## src/rtl/cnn_conv_sequencer_if.sv

```systemverilog
// Descriptor handshake between the convolution sequencer (master) and the compute datapath (slave).
// CW is the width of the signed input-coordinate fields and must match the sequencer's CW.
interface cnn_conv_sequencer_if #(
  parameter int CW = 10
);
  logic                 op_valid;
  logic                 op_ready;
  logic [7:0]           op_k;
  logic [7:0]           op_ox;
  logic [7:0]           op_oy;
  logic signed [CW-1:0] op_ix;
  logic signed [CW-1:0] op_iy;
  logic                 op_first;
  logic                 op_last;

  modport master (
    output op_valid, op_k, op_ox, op_oy, op_ix, op_iy, op_first, op_last,
    input  op_ready
  );

  modport slave (
    input  op_valid, op_k, op_ox, op_oy, op_ix, op_iy, op_first, op_last,
    output op_ready
  );
endinterface

```

## src/rtl/cnn_conv_sequencer.sv

```systemverilog
// Walks every (kernel, output row, output column) position of one convolution layer and
// issues one descriptor per position; reports completion or a configuration error.
module cnn_conv_sequencer #(
  parameter int IMG_W = 32,
  parameter int IMG_H = 32,
  parameter int CW    = 10
) (
  input  logic                 clk_a,
  input  logic                 arstz_aq,
  input  logic                 CMD_START,
  input  logic [7:0]           MODE_KERNEL_SIZE,
  input  logic [7:0]           MODE_KERNEL_NUMS,
  input  logic [1:0]           MODE_STRIDE,
  input  logic                 MODE_PADDING,
  output logic                 CMD_DONE,
  output logic                 CMD_DONE_VALID,
  output logic                 busy,
  cnn_conv_sequencer_if.master opIf
);

  typedef enum logic [1:0] {
    IDLE  = 2'd0,
    CHECK = 2'd1,
    RUN   = 2'd2,
    DONE  = 2'd3
  } SeqState;

  localparam logic signed [CW-1:0] L_IMG_W = CW'(IMG_W);
  localparam logic signed [CW-1:0] L_IMG_H = CW'(IMG_H);

  SeqState r_state;
  SeqState w_stateNext;

  logic                 r_startPrev;
  logic [7:0]           r_K;
  logic [7:0]           r_N;
  logic [7:0]           r_P;
  logic [1:0]           r_S;
  logic [7:0]           r_k;
  logic [7:0]           r_ox;
  logic [7:0]           r_oy;
  logic signed [CW-1:0] r_ix;
  logic signed [CW-1:0] r_iy;
  logic                 r_done;

  logic                 w_start;
  logic                 w_valid;
  logic                 w_rowWrap;
  logic                 w_kernWrap;
  logic                 w_last;
  logic                 w_cfgErr;
  logic signed [CW-1:0] w_kS;
  logic signed [CW-1:0] w_sS;
  logic signed [CW-1:0] w_pS;
  logic signed [CW-1:0] w_ixStep;
  logic signed [CW-1:0] w_iyStep;

  assign w_start = CMD_START & ~r_startPrev;

  assign w_kS = {{(CW-8){1'b0}}, r_K};
  assign w_sS = {{(CW-2){1'b0}}, r_S};
  assign w_pS = {{(CW-8){1'b0}}, r_P};

  // A window placed one stride further would cross the padded edge: wrap instead of stepping.
  assign w_ixStep   = r_ix + w_sS;
  assign w_iyStep   = r_iy + w_sS;
  assign w_rowWrap  = (w_ixStep + w_kS) > (L_IMG_W + w_pS);
  assign w_kernWrap = (w_iyStep + w_kS) > (L_IMG_H + w_pS);
  assign w_last     = (r_k == r_N - 8'd1) & w_rowWrap & w_kernWrap;

  assign w_cfgErr = (r_K == 8'd0) | (r_N == 8'd0) | (r_S == 2'd0) |
                    (w_kS > L_IMG_W + w_pS + w_pS) |
                    (w_kS > L_IMG_H + w_pS + w_pS);

  always_ff @(posedge clk_a or negedge arstz_aq) begin
    if (!arstz_aq) begin
      r_state <= IDLE;
    end else begin
      r_state <= w_stateNext;
    end
  end

  always_comb begin
    w_stateNext = r_state;
    w_valid     = 1'b0;
    case (r_state)
      IDLE: begin
        if (w_start) begin
          w_stateNext = CHECK;
        end
      end
      CHECK: begin
        w_stateNext = w_cfgErr ? DONE : RUN;
      end
      RUN: begin
        w_valid = 1'b1;
        if (opIf.op_ready && w_last) begin
          w_stateNext = DONE;
        end
      end
      DONE: begin
        w_stateNext = IDLE;
      end
      default: begin
        w_stateNext = IDLE;
      end
    endcase
  end

  always_ff @(posedge clk_a or negedge arstz_aq) begin
    if (!arstz_aq) begin
      r_startPrev <= 1'b0;
      r_K         <= 8'd0;
      r_N         <= 8'd0;
      r_P         <= 8'd0;
      r_S         <= 2'd0;
      r_k         <= 8'd0;
      r_ox        <= 8'd0;
      r_oy        <= 8'd0;
      r_ix        <= '0;
      r_iy        <= '0;
      r_done      <= 1'b0;
    end else begin
      r_startPrev <= CMD_START;
      if (r_state == IDLE && w_start) begin
        r_K <= MODE_KERNEL_SIZE;
        r_N <= MODE_KERNEL_NUMS;
        r_S <= MODE_STRIDE;
        r_P <= MODE_PADDING ? ((MODE_KERNEL_SIZE - 8'd1) >> 1) : 8'd0;
      end
      if (r_state == CHECK) begin
        r_k  <= 8'd0;
        r_ox <= 8'd0;
        r_oy <= 8'd0;
        r_ix <= -w_pS;
        r_iy <= -w_pS;
        if (w_cfgErr) begin
          r_done <= 1'b0;
        end
      end
      // Counters only move on an accepted descriptor, so back-pressure holds the payload.
      if (r_state == RUN && opIf.op_ready) begin
        if (w_rowWrap) begin
          r_ox <= 8'd0;
          r_ix <= -w_pS;
          if (w_kernWrap) begin
            r_oy <= 8'd0;
            r_iy <= -w_pS;
            r_k  <= r_k + 8'd1;
          end else begin
            r_oy <= r_oy + 8'd1;
            r_iy <= w_iyStep;
          end
        end else begin
          r_ox <= r_ox + 8'd1;
          r_ix <= w_ixStep;
        end
        if (w_last) begin
          r_done <= 1'b1;
        end
      end
    end
  end

  assign opIf.op_valid = w_valid;
  assign opIf.op_k     = r_k;
  assign opIf.op_ox    = r_ox;
  assign opIf.op_oy    = r_oy;
  assign opIf.op_ix    = r_ix;
  assign opIf.op_iy    = r_iy;
  assign opIf.op_first = w_valid & (r_ox == 8'd0) & (r_oy == 8'd0);
  assign opIf.op_last  = w_valid & w_last;

  assign CMD_DONE       = r_done;
  assign CMD_DONE_VALID = (r_state == DONE);
  assign busy           = (r_state != IDLE);

endmodule

```

## src/flat_wrapper.sv

```systemverilog
// flat-port wrapper written by rule: the top's interface ports become plain ports
module cnn_conv_sequencer_flat 
#(
  parameter int IMG_W = 32,
  parameter int IMG_H = 32,
  parameter int CW    = 10
)
  (clk_a, arstz_aq, CMD_START, MODE_KERNEL_SIZE, MODE_KERNEL_NUMS, MODE_STRIDE, MODE_PADDING, CMD_DONE, CMD_DONE_VALID, busy, opIf_op_valid, opIf_op_k, opIf_op_ox, opIf_op_oy, opIf_op_ix, opIf_op_iy, opIf_op_first, opIf_op_last, opIf_op_ready);
  cnn_conv_sequencer_if #(.CW(CW)) opIf_i ();
  input  logic clk_a;
  input  logic arstz_aq;
  input  logic CMD_START;
  input  logic [7:0] MODE_KERNEL_SIZE;
  input  logic [7:0] MODE_KERNEL_NUMS;
  input  logic [1:0] MODE_STRIDE;
  input  logic MODE_PADDING;
  output logic CMD_DONE;
  output logic CMD_DONE_VALID;
  output logic busy;
  output wire logic [$bits(opIf_i.op_valid)-1:0] opIf_op_valid;
  output wire logic [$bits(opIf_i.op_k)-1:0] opIf_op_k;
  output wire logic [$bits(opIf_i.op_ox)-1:0] opIf_op_ox;
  output wire logic [$bits(opIf_i.op_oy)-1:0] opIf_op_oy;
  output wire logic [$bits(opIf_i.op_ix)-1:0] opIf_op_ix;
  output wire logic [$bits(opIf_i.op_iy)-1:0] opIf_op_iy;
  output wire logic [$bits(opIf_i.op_first)-1:0] opIf_op_first;
  output wire logic [$bits(opIf_i.op_last)-1:0] opIf_op_last;
  input wire logic [$bits(opIf_i.op_ready)-1:0] opIf_op_ready;
  assign opIf_op_valid = opIf_i.op_valid;
  assign opIf_op_k = opIf_i.op_k;
  assign opIf_op_ox = opIf_i.op_ox;
  assign opIf_op_oy = opIf_i.op_oy;
  assign opIf_op_ix = opIf_i.op_ix;
  assign opIf_op_iy = opIf_i.op_iy;
  assign opIf_op_first = opIf_i.op_first;
  assign opIf_op_last = opIf_i.op_last;
  assign opIf_i.op_ready = opIf_op_ready;
  cnn_conv_sequencer #(.IMG_W(IMG_W), .IMG_H(IMG_H), .CW(CW)) u_core (.clk_a(clk_a), .arstz_aq(arstz_aq), .CMD_START(CMD_START), .MODE_KERNEL_SIZE(MODE_KERNEL_SIZE), .MODE_KERNEL_NUMS(MODE_KERNEL_NUMS), .MODE_STRIDE(MODE_STRIDE), .MODE_PADDING(MODE_PADDING), .CMD_DONE(CMD_DONE), .CMD_DONE_VALID(CMD_DONE_VALID), .busy(busy), .opIf(opIf_i));
endmodule
```

## config.mk

```make
export PLATFORM = sky130hd
export DESIGN_NAME = cnn_conv_sequencer_flat
export DESIGN_NICKNAME = d
export VERILOG_FILES = /design/src/rtl/cnn_conv_sequencer_if.sv /design/src/rtl/cnn_conv_sequencer.sv /design/src/flat_wrapper.sv
export SDC_FILE = /design/constraint.sdc
export NUM_CORES = 1
export LEC_CHECK = 0
export CAP_MARGIN = 20
export CORE_AREA = 10 10 120 122
export DETAILED_ROUTE_END_ITERATION = 10
export DIE_AREA = 0 0 130 132
export DONT_BUFFER_PORTS = 1
export SLEW_MARGIN = 20
export SYNTH_ARGS = -nofsm -noshare
export SYNTH_HDL_FRONTEND = slang
export SYNTH_SLANG_ARGS = --single-unit
```

## constraint.sdc

```tcl
create_clock -name clk_a -period 6.2 [get_ports clk_a]
set_input_delay 0.62 -clock clk_a [delete_from_list [all_inputs] [get_ports clk_a]]
set_output_delay 0.62 -clock clk_a [all_outputs]
set_load 0.03 [all_outputs]
```

After elaboration in Yosys (flattened, before gate mapping)
Cells that the tools add are included.
- bits in registers: 74
- input bits: 23
- output and inout port bits: 50
- word-level logic and storage cells: 84
- $add $sub $neg: 12
- $lt $le $gt $ge: 3
- equality and inequality tests: 6
- muxes and demuxes: 28
- bitwise logic cells: 11
- reduce and logical (&&, ||, !) cells: 12
- operators by type and width (cell ; number):
    $mux W8 ; 11
    $mux W10 ; 7
    $logic_not A8 Y1 ; 4
    $add A10 B9 Y10 ; 3
    $add A8 B1 Y8 const B ; 3
    $add A10 B3 Y10 ; 2
    $gt A10 B10 Y1 ; 2
    $sub A8 B1 Y8 const B ; 2
    $gt A9 B10 Y1 ; 1
    $neg A8 Y10 ; 1
    $add A6 B8 Y9 const A ; 1
    $eq A8 B8 Y1 ; 1
    $pmux W2 S4 ; 1
    $mux W7 ; 1
    $and A1 B1 Y1 ; 6
    $mux W1 ; 6
    $eq A2 B2 Y1 const B ; 2
    $logic_not A2 Y1 ; 2
    $mux W2 ; 2
    $ne A2 B1 Y1 const B ; 2
    $or A1 B1 Y1 ; 4
    $reduce_bool A2 Y1 ; 2
    $logic_and A1 B1 Y1 ; 3
    $eq A2 B1 Y1 const B ; 1
    2 further kinds ; 2

Longest topological paths before layout
Gate-level depths: netlist (run 1).
- depth in word-level cells: 9
- gate-level depth with buffers: 23
- mapped depth without buffers: 21

Least setup slack after synthesis (run 1)
OpenSTA, ideal clock, no wires.
- path kind: register to output
- start point: register u_core.r_iy[0], in the netlist u_core.opIf.op_iy[0]
- end point: output opIf_op_last
- arrival: 4.491 ns
- required time: 5.580 ns
- path slack: 1.089 ns
- cell stages (with the launch flop): 19
- path buffers: 0
- cells stage by stage: dfrtp_1 -> ha_1 -> fa_1 -> and2_1 -> nand2_1 -> xnor2_1 -> ha_1 -> o21a_1 -> a21o_1 -> a21o_1 -> xor2_1 -> ha_1 -> and4_1 -> o2bb2ai_1 -> a31oi_1 -> and3b_1 -> o32ai_4 -> nand2_2 -> nor2_1
- cells in the longest elaborated chain, start to end: 5
- RTL lines (element ; RTL line ; source):
    from (decl) ; cnn_conv_sequencer.sv:43 ; logic signed [CW-1:0] r_iy;
    from (signal assigned) ; cnn_conv_sequencer.sv:136 ; r_iy <= -w_pS;
    from (signal assigned) ; cnn_conv_sequencer.sv:148 ; r_iy <= -w_pS;
    from (signal assigned) ; cnn_conv_sequencer.sv:152 ; r_iy <= w_iyStep;
    $add A10 B3 Y10 ; cnn_conv_sequencer.sv:66 ; assign w_iyStep = r_iy + w_sS;
    $add A10 B9 Y10 ; cnn_conv_sequencer.sv:68 ; assign w_kernWrap = (w_iyStep + w_kS) > (L_IMG_H + w_pS);
    $gt A10 B10 Y1 ; cnn_conv_sequencer.sv:68 ;
    $and A1 B1 Y1 ; cnn_conv_sequencer.sv:69 ; assign w_last = (r_k == r_N - 8'd1) & w_rowWrap & w_kernWrap;
    $and A1 B1 Y1 ; cnn_conv_sequencer.sv:172 ; assign opIf.op_last = w_valid & w_last;
    to (decl) ; flat_wrapper.sv:27 ; output wire logic [$bits(opIf_i.op_last)-1:0] opIf_op_last;
No other way between the ends.

Worst setup path in the final report (run 1)
Ends and elaborated chain as after synthesis.

==> results of run 1 <==
worst paths after layout:
kind	startpoint	to	slack, ns	cells past startpoint
worst max-delay path	u_core.opIf.op_iy[0]	opIf_op_last	0.41	18
worst min-delay path	arstz_aq	u_core.opIf.op_ix[2]	0.15	1
worst max register to register	u_core.opIf.op_ix[0]	u_core.opIf.op_iy[5]	0.93	19
worst min register to register	u_core.r_N[7]	u_core.r_N[7]	0.55	2
max in group asynchronous	arstz_aq	u_core.r_K[3]	5.72	1
min in group clk_a	CMD_START	u_core.r_startPrev	0.30	0
state kept, by name (all words and copies together) (netlist names):
name	flops
u_core.opIf.op_ix	10
u_core.opIf.op_iy	10
u_core.opIf.op_k	8
u_core.opIf.op_ox	8
u_core.opIf.op_oy	8
u_core.r_K	8
u_core.r_N	8
u_core.r_P	7
u_core.r_S	2
u_core.r_state	2
u_core.CMD_DONE	1
u_core.r_startPrev	1
synth_stat cells, types with 9 or more instances:
master,count
nand2_1,81
dfrtp_1,73
ha_1,61
inv_1,43
nor2_1,43
o21ai_0,42
xnor2_1,32
a21oi_1,22
nand3_1,21
nor3_1,19
xor2_1,19
mux2i_1,14
o21a_1,14
o22ai_1,11
a21o_1,10
clkbuf_1,10
a211oi_1,9
area by class of cell:
class	count	area, µm²
Clock buffer	11	253
Clock inverter	5	37.5
Fill cell	1099	5600
Inverter	43	161
Multi-Input combinational cell	530	3800
Sequential cell	73	1830
Tap cell	147	184
Timing Repair Buffer	4	50.0
stage by stage:
step / cell area (µm²) / setup slack (ns)
3_3_place_gp: 5990 / 0.716
2_1_floorplan: 5870 / 1.09
5_1_grt: 6310 / 0.0590
6_report: 6310 / 0.408
3_5_place_dp: 5990 / 0.629
4_1_cts: 6310 / 0.236
layer usage:
layer,up-vias,GRT usage
met5,-,0
met4,0,0.0494
met3,18,0.0704
met2,144,0.286
met1,2424,0.253
li1,2402,-
cell families (layout without fill, tap and decap cells):
family | Yosys count | count (layout) | synth area share
AND/OR/NAND/NOR | 234 | 234 | 0.203
AO/OA/AOI/OAI | 165 | 165 | 0.197
buffers and inverters | 61 | 63 | 0.0428
flip-flops | 73 | 73 | 0.311
multiplexers | 15 | 15 | 0.0258
XOR/XNOR | 51 | 51 | 0.0761
adder cells (fa/ha/maj) | 65 | 65 | 0.144
timing repair:
item / 4_1_cts / 5_1_grt
setup endpoints to repair: 0 / 1
endpoints found under the hold margin: 73 / 0
hold buffers: 1 / 0
gates resized for setup: 0 / 1
==> results_dict.tcl, run 1 <==
set metrics [dict create \
    top_layer "met4" \
    instances_no_fill 813 \
    htree_levels 3 \
    finalMaxSlewViolations 0 \
    synth_area_leaders "dfrtp_1 (31%), ha_1 (13%), nand2_1 (5.2%)" \
    gp_congestion 0.858 \
    status "finished clean" \
    final_layout_size_suffix_gt1_frac 0.0631 \
    via_count 4988 \
    nNetsFinal 749 \
    wirelength_um 16300 \
    grt_usage 0.191 \
    dp_hpwl_um 12400 \
    yosys_warnings 0 \
    post-route-min-period_ns 5.79 \
    synth_top_area_cell "dfrtp_1" \
    syn_nets 752 \
    fin_crit_sh 0.934 \
    cp_max_fo 7 \
    grt_first_pass_wirelength_um 26100 \
    cp_slowest_stage_delay_ns 0.52 \
    layout_common_cells "nand2_1 (81), dfrtp_1 (73), ha_1 (61)" \
    start_util 0.493 \
    cap_violations 0 \
    drc 0 \
    first_pass_iters 5 \
    via_per_inst 6.14 \
    async_reset_ff_frac 1.00 \
    clk_latency_ns 0.35 \
    hold_ws_ns 0.151 \
    die_y_um 132 \
    slowest_stage "dfrtp_1" \
    cts_root_buffer "clkbuf_16" \
    cp_data_required_time_ns 5.58 \
    cts_buffers 9 \
    syn_inst 664 \
    fin_worst_skew_ns 0.00981 \
    clk_pin_slew_ns 0.06 \
    placementRows 40 \
    cp.arrival_ns 5.17 \
    hold_class "input pin to async pin" \
    rsz0062_at_grt "no" \
    overflow 0 \
    slew_headroom 0.239 \
    met3_length_um 1350 \
    worstMarginPinSlew_ns 1.13 \
    synth_edf_count 0 \
    detail_route.iter0.violations 286 \
    die_x_um 130 \
    grt_max_degree 74 \
    path_common_cell "ha_1" \
    diodes 0 \
    cts.sinks 73 \
    synth_area_mm2 0.00587 \
    fmax_ghz 0.173 \
    postRouteAntennaNets 0 \
    areaGrowthSynthToFinish_pct 7.48 \
    cts_tree "yes" \
    grt_pass1_vias 4824 \
    layout_commonest_cell "nand2_1" \
    io_pins 73 \
    wl_per_cell_um 20.0 \
    die_area_mm2 0.0172 \
    port_buffers 0 \
    synth_top_area_frac 0.311 \
    worstSetupPathType "register to output port" \
    final.setup.tns_ns 0 \
    synth_ff_type "dfrtp_1" \
    finalHoldViolCount 0 \
    grt_antenna_before_repair 0 \
    fin_util 0.530 \
    synth_cell_types 80 \
    coreArea_mm2 0.0119 \
    path_delay_family "adder cells" \
    wl_met1_um 7410 \
    cp-end-kind "output port" \
    cts_setup_buffers 0 \
    cts_buffer_depth 2 \
    synth.avg_cell_area_um2 8.85 \
    routed-wl-met2_um 7280 \
    cp_cell_sequence "ha_1 > fa_1 > and2_1 > nand2_1 > xnor2_1 > ha_1 > o21a_1 > a21o_1 > a21o_1 > xor2_1 > ha_1 > and4_1 > o2bb2ai_1 > a31oi_1 > and3b_1 > o32ai_4 > nand2_2 > nor2_2" \
    synth-seq-cells 73 \
    yosysSeqAreaShare 0.311 \
    worst-path-buf-inv 0 \
    place_inst 796 \
    start_kind "register" \
    setup_viol 0 \
]
Power of run 1 is not shown: default switching activity piles up to over one toggle a cycle in this logic, so the estimate is an artifact.
==> run 2, diff against run 1 <==
--- a/config.mk
+++ b/config.mk
@@ -10,6 +10,7 @@
 export DETAILED_ROUTE_END_ITERATION = 10
 export DIE_AREA = 0 0 130 132
 export DONT_BUFFER_PORTS = 1
+export PLACE_DENSITY = 0.72
 export SLEW_MARGIN = 20
 export SYNTH_ARGS = -nofsm -noshare
 export SYNTH_HDL_FRONTEND = slang
==> run 2 against run 1 <==
Clock skew fell by 0.00069 ns. Setup slack got worse by 0.057 ns. Flip-flop and latch count unchanged. Die area is the same. Critical path type unchanged. Critical path depth is 1 lower. Routed wire length is 1.1% higher.
==> results_dict.tcl, run 2 (same netlist as run 1, synthesis figures left out) <==
set metrics [dict create \
    via_count 5111 \
    pre_cts_slack_ns 0.604 \
    diodes 0 \
    fmax_ghz 0.171 \
    layout_commonest_cell "nand2_1" \
    die_y_um 132 \
    rsz0062_at_grt "no" \
    via_per_inst 6.30 \
    fin_worst_skew_ns 0.00912 \
    r2r_end "u_core.opIf.op_k[3]" \
    cp-end-kind "output port" \
    cp.arrival_ns 5.23 \
    postRouteAntennaNets 0 \
    final_layout_size_suffix_gt1_frac 0.0602 \
    placementRows 40 \
    detail_route.iter0.violations 391 \
    htree_levels 3 \
    post-route-min-period_ns 5.85 \
    clk_latency_ns 0.34 \
    grt_usage 0.194 \
    reg2reg_slack_ns 0.98 \
    cts_buffers 9 \
    cts_buffer_depth 2 \
    final.setup.tns_ns 0 \
    cp_max_fo 7 \
    cts_tree "yes" \
    layout_common_cells "nand2_1 (81), dfrtp_1 (73), ha_1 (61)" \
    slew_headroom 0.265 \
    grt_first_pass_wirelength_um 26900 \
    status "finished clean" \
    dpl_cell_area_mm2 0.00599 \
    wl_per_cell_um 20.2 \
    nNetsFinal 749 \
    cp_data_required_time_ns 5.58 \
    coreArea_mm2 0.0119 \
    grt_pass1_vias 5058 \
    start_util 0.493 \
    areaGrowthSynthToFinish_pct 7.14 \
    cts_setup_buffers 0 \
    worstMarginPinSlew_ns 1.09 \
    port_buffers 0 \
    cts_root_buffer "clkbuf_16" \
    cts.sinks 73 \
    finalWorstSetupSlack_ns 0.351 \
    wirelength_um 16400 \
    clk_pin_slew_ns 0.06 \
    finalMaxSlewViolations 0 \
    hold_class "input pin to async pin" \
    worstSetupPathType "register to output port" \
    finalHoldViolCount 0 \
    die_x_um 130 \
    drc 0 \
    grt_antenna_before_repair 0 \
    fin_crit_sh 0.943 \
    start_kind "register" \
    cap_violations 0 \
    die_area_mm2 0.0172 \
    gp_congestion 0.959 \
    dp_hpwl_um 12500 \
    first_pass_iters 5 \
    setup_viol 0 \
    overflow 0 \
    io_pins 73 \
    regToRegStartpoint "u_core.opIf.op_iy[0]" \
    fin_area_mm2 0.00629 \
    rr_worst_depth 18 \
    grt_max_degree 74 \
]
run 2: cell count changes in the layout (fill, tap and decap cells not counted), sizes merged:
| cell | before | now |
|---|---|---|
| clkinv | 1 | 2 |
| clkinvlp | 2 | 1 |
| inv | 45 | 43 |
run 2: worst max-delay path by stage:
stage,from,endpoint,cells after the start
after floorplan,u_core.opIf.op_iy[0],opIf_op_last,18
after global placement,u_core.opIf.op_iy[0],opIf_op_last,18
after detailed placement,u_core.opIf.op_iy[0],opIf_op_last,17
after CTS,u_core.opIf.op_iy[0],opIf_op_last,17
after global routing,u_core.opIf.op_iy[0],opIf_op_last,17
final,u_core.opIf.op_iy[0],opIf_op_last,17
run 2: metrics by stage:
step | util | hold WS [ns] | cells
floorplan | - | 0.324 | 664
global placement | 0.503 | 0.329 | 796
detailed placement | 0.503 | 0.328 | 796
CTS | 0.528 | 0.188 | 811
global route | 0.528 | 0.184 | 811
finish | 0.528 | 0.166 | 811
run 2: critical path: stages, from the launching register on:
cell	delay [ns]
dfrtp_1	0.52
ha_1	0.31
fa_1	0.46
xor2_1	0.20
ha_1	0.38
o21ai_0	0.24
o21ai_1	0.15
a21o_1	0.18
a21o_1	0.19
xor2_1	0.15
ha_1	0.30
and4_1	0.21
o2bb2ai_1	0.12
a31oi_1	0.24
and3b_1	0.24
o32ai_4	0.38
nand2_2	0.24
nor2_2	0.39
run 2: timing repair:
action / 4_1_cts / 5_1_grt
hold buffers: 1 / 0
gates resized for setup: 0 / 1
setup endpoints to repair: 0 / 1
hold endpoints to repair: 73 / 0
run 2: layout make-up:
type                       count  area, µm²
fill                        1108       5620
multi-input combinational    530       3800
sequential                    73       1830
clock buffer                  11        253
tap                          147        184
inverter                      43        161
timing repair buffer           4       50.0
clock inverter                 3       17.5
run 2: routing by layer:
| layer | wire (µm) | GRT usage | part of all wire | vias to the layer above |
|---|---|---|---|---|
| met4 | 322 | 0.0469 | 0.020 | 0 |
| li1 | - | - | - | 2415 |
| met1 | 6750 | 0.250 | 0.41 | 2493 |
| met2 | 7510 | 0.300 | 0.46 | 177 |
| met3 | 1840 | 0.0736 | 0.11 | 26 |
| met5 | 0 | 0 | 0 | - |
Power of run 2 is left out for the same reason.
==> run 3, diff against run 2 <==
--- a/config.mk
+++ b/config.mk
@@ -11,6 +11,7 @@
 export DIE_AREA = 0 0 130 132
 export DONT_BUFFER_PORTS = 1
 export PLACE_DENSITY = 0.72
+export SKIP_LAST_GASP = 1
 export SLEW_MARGIN = 20
 export SYNTH_ARGS = -nofsm -noshare
 export SYNTH_HDL_FRONTEND = slang
==> results of run 3 <==
No change in the layout: final DEF, timing and power equal those of run 2.
Power of run 3 is left out for the same reason.
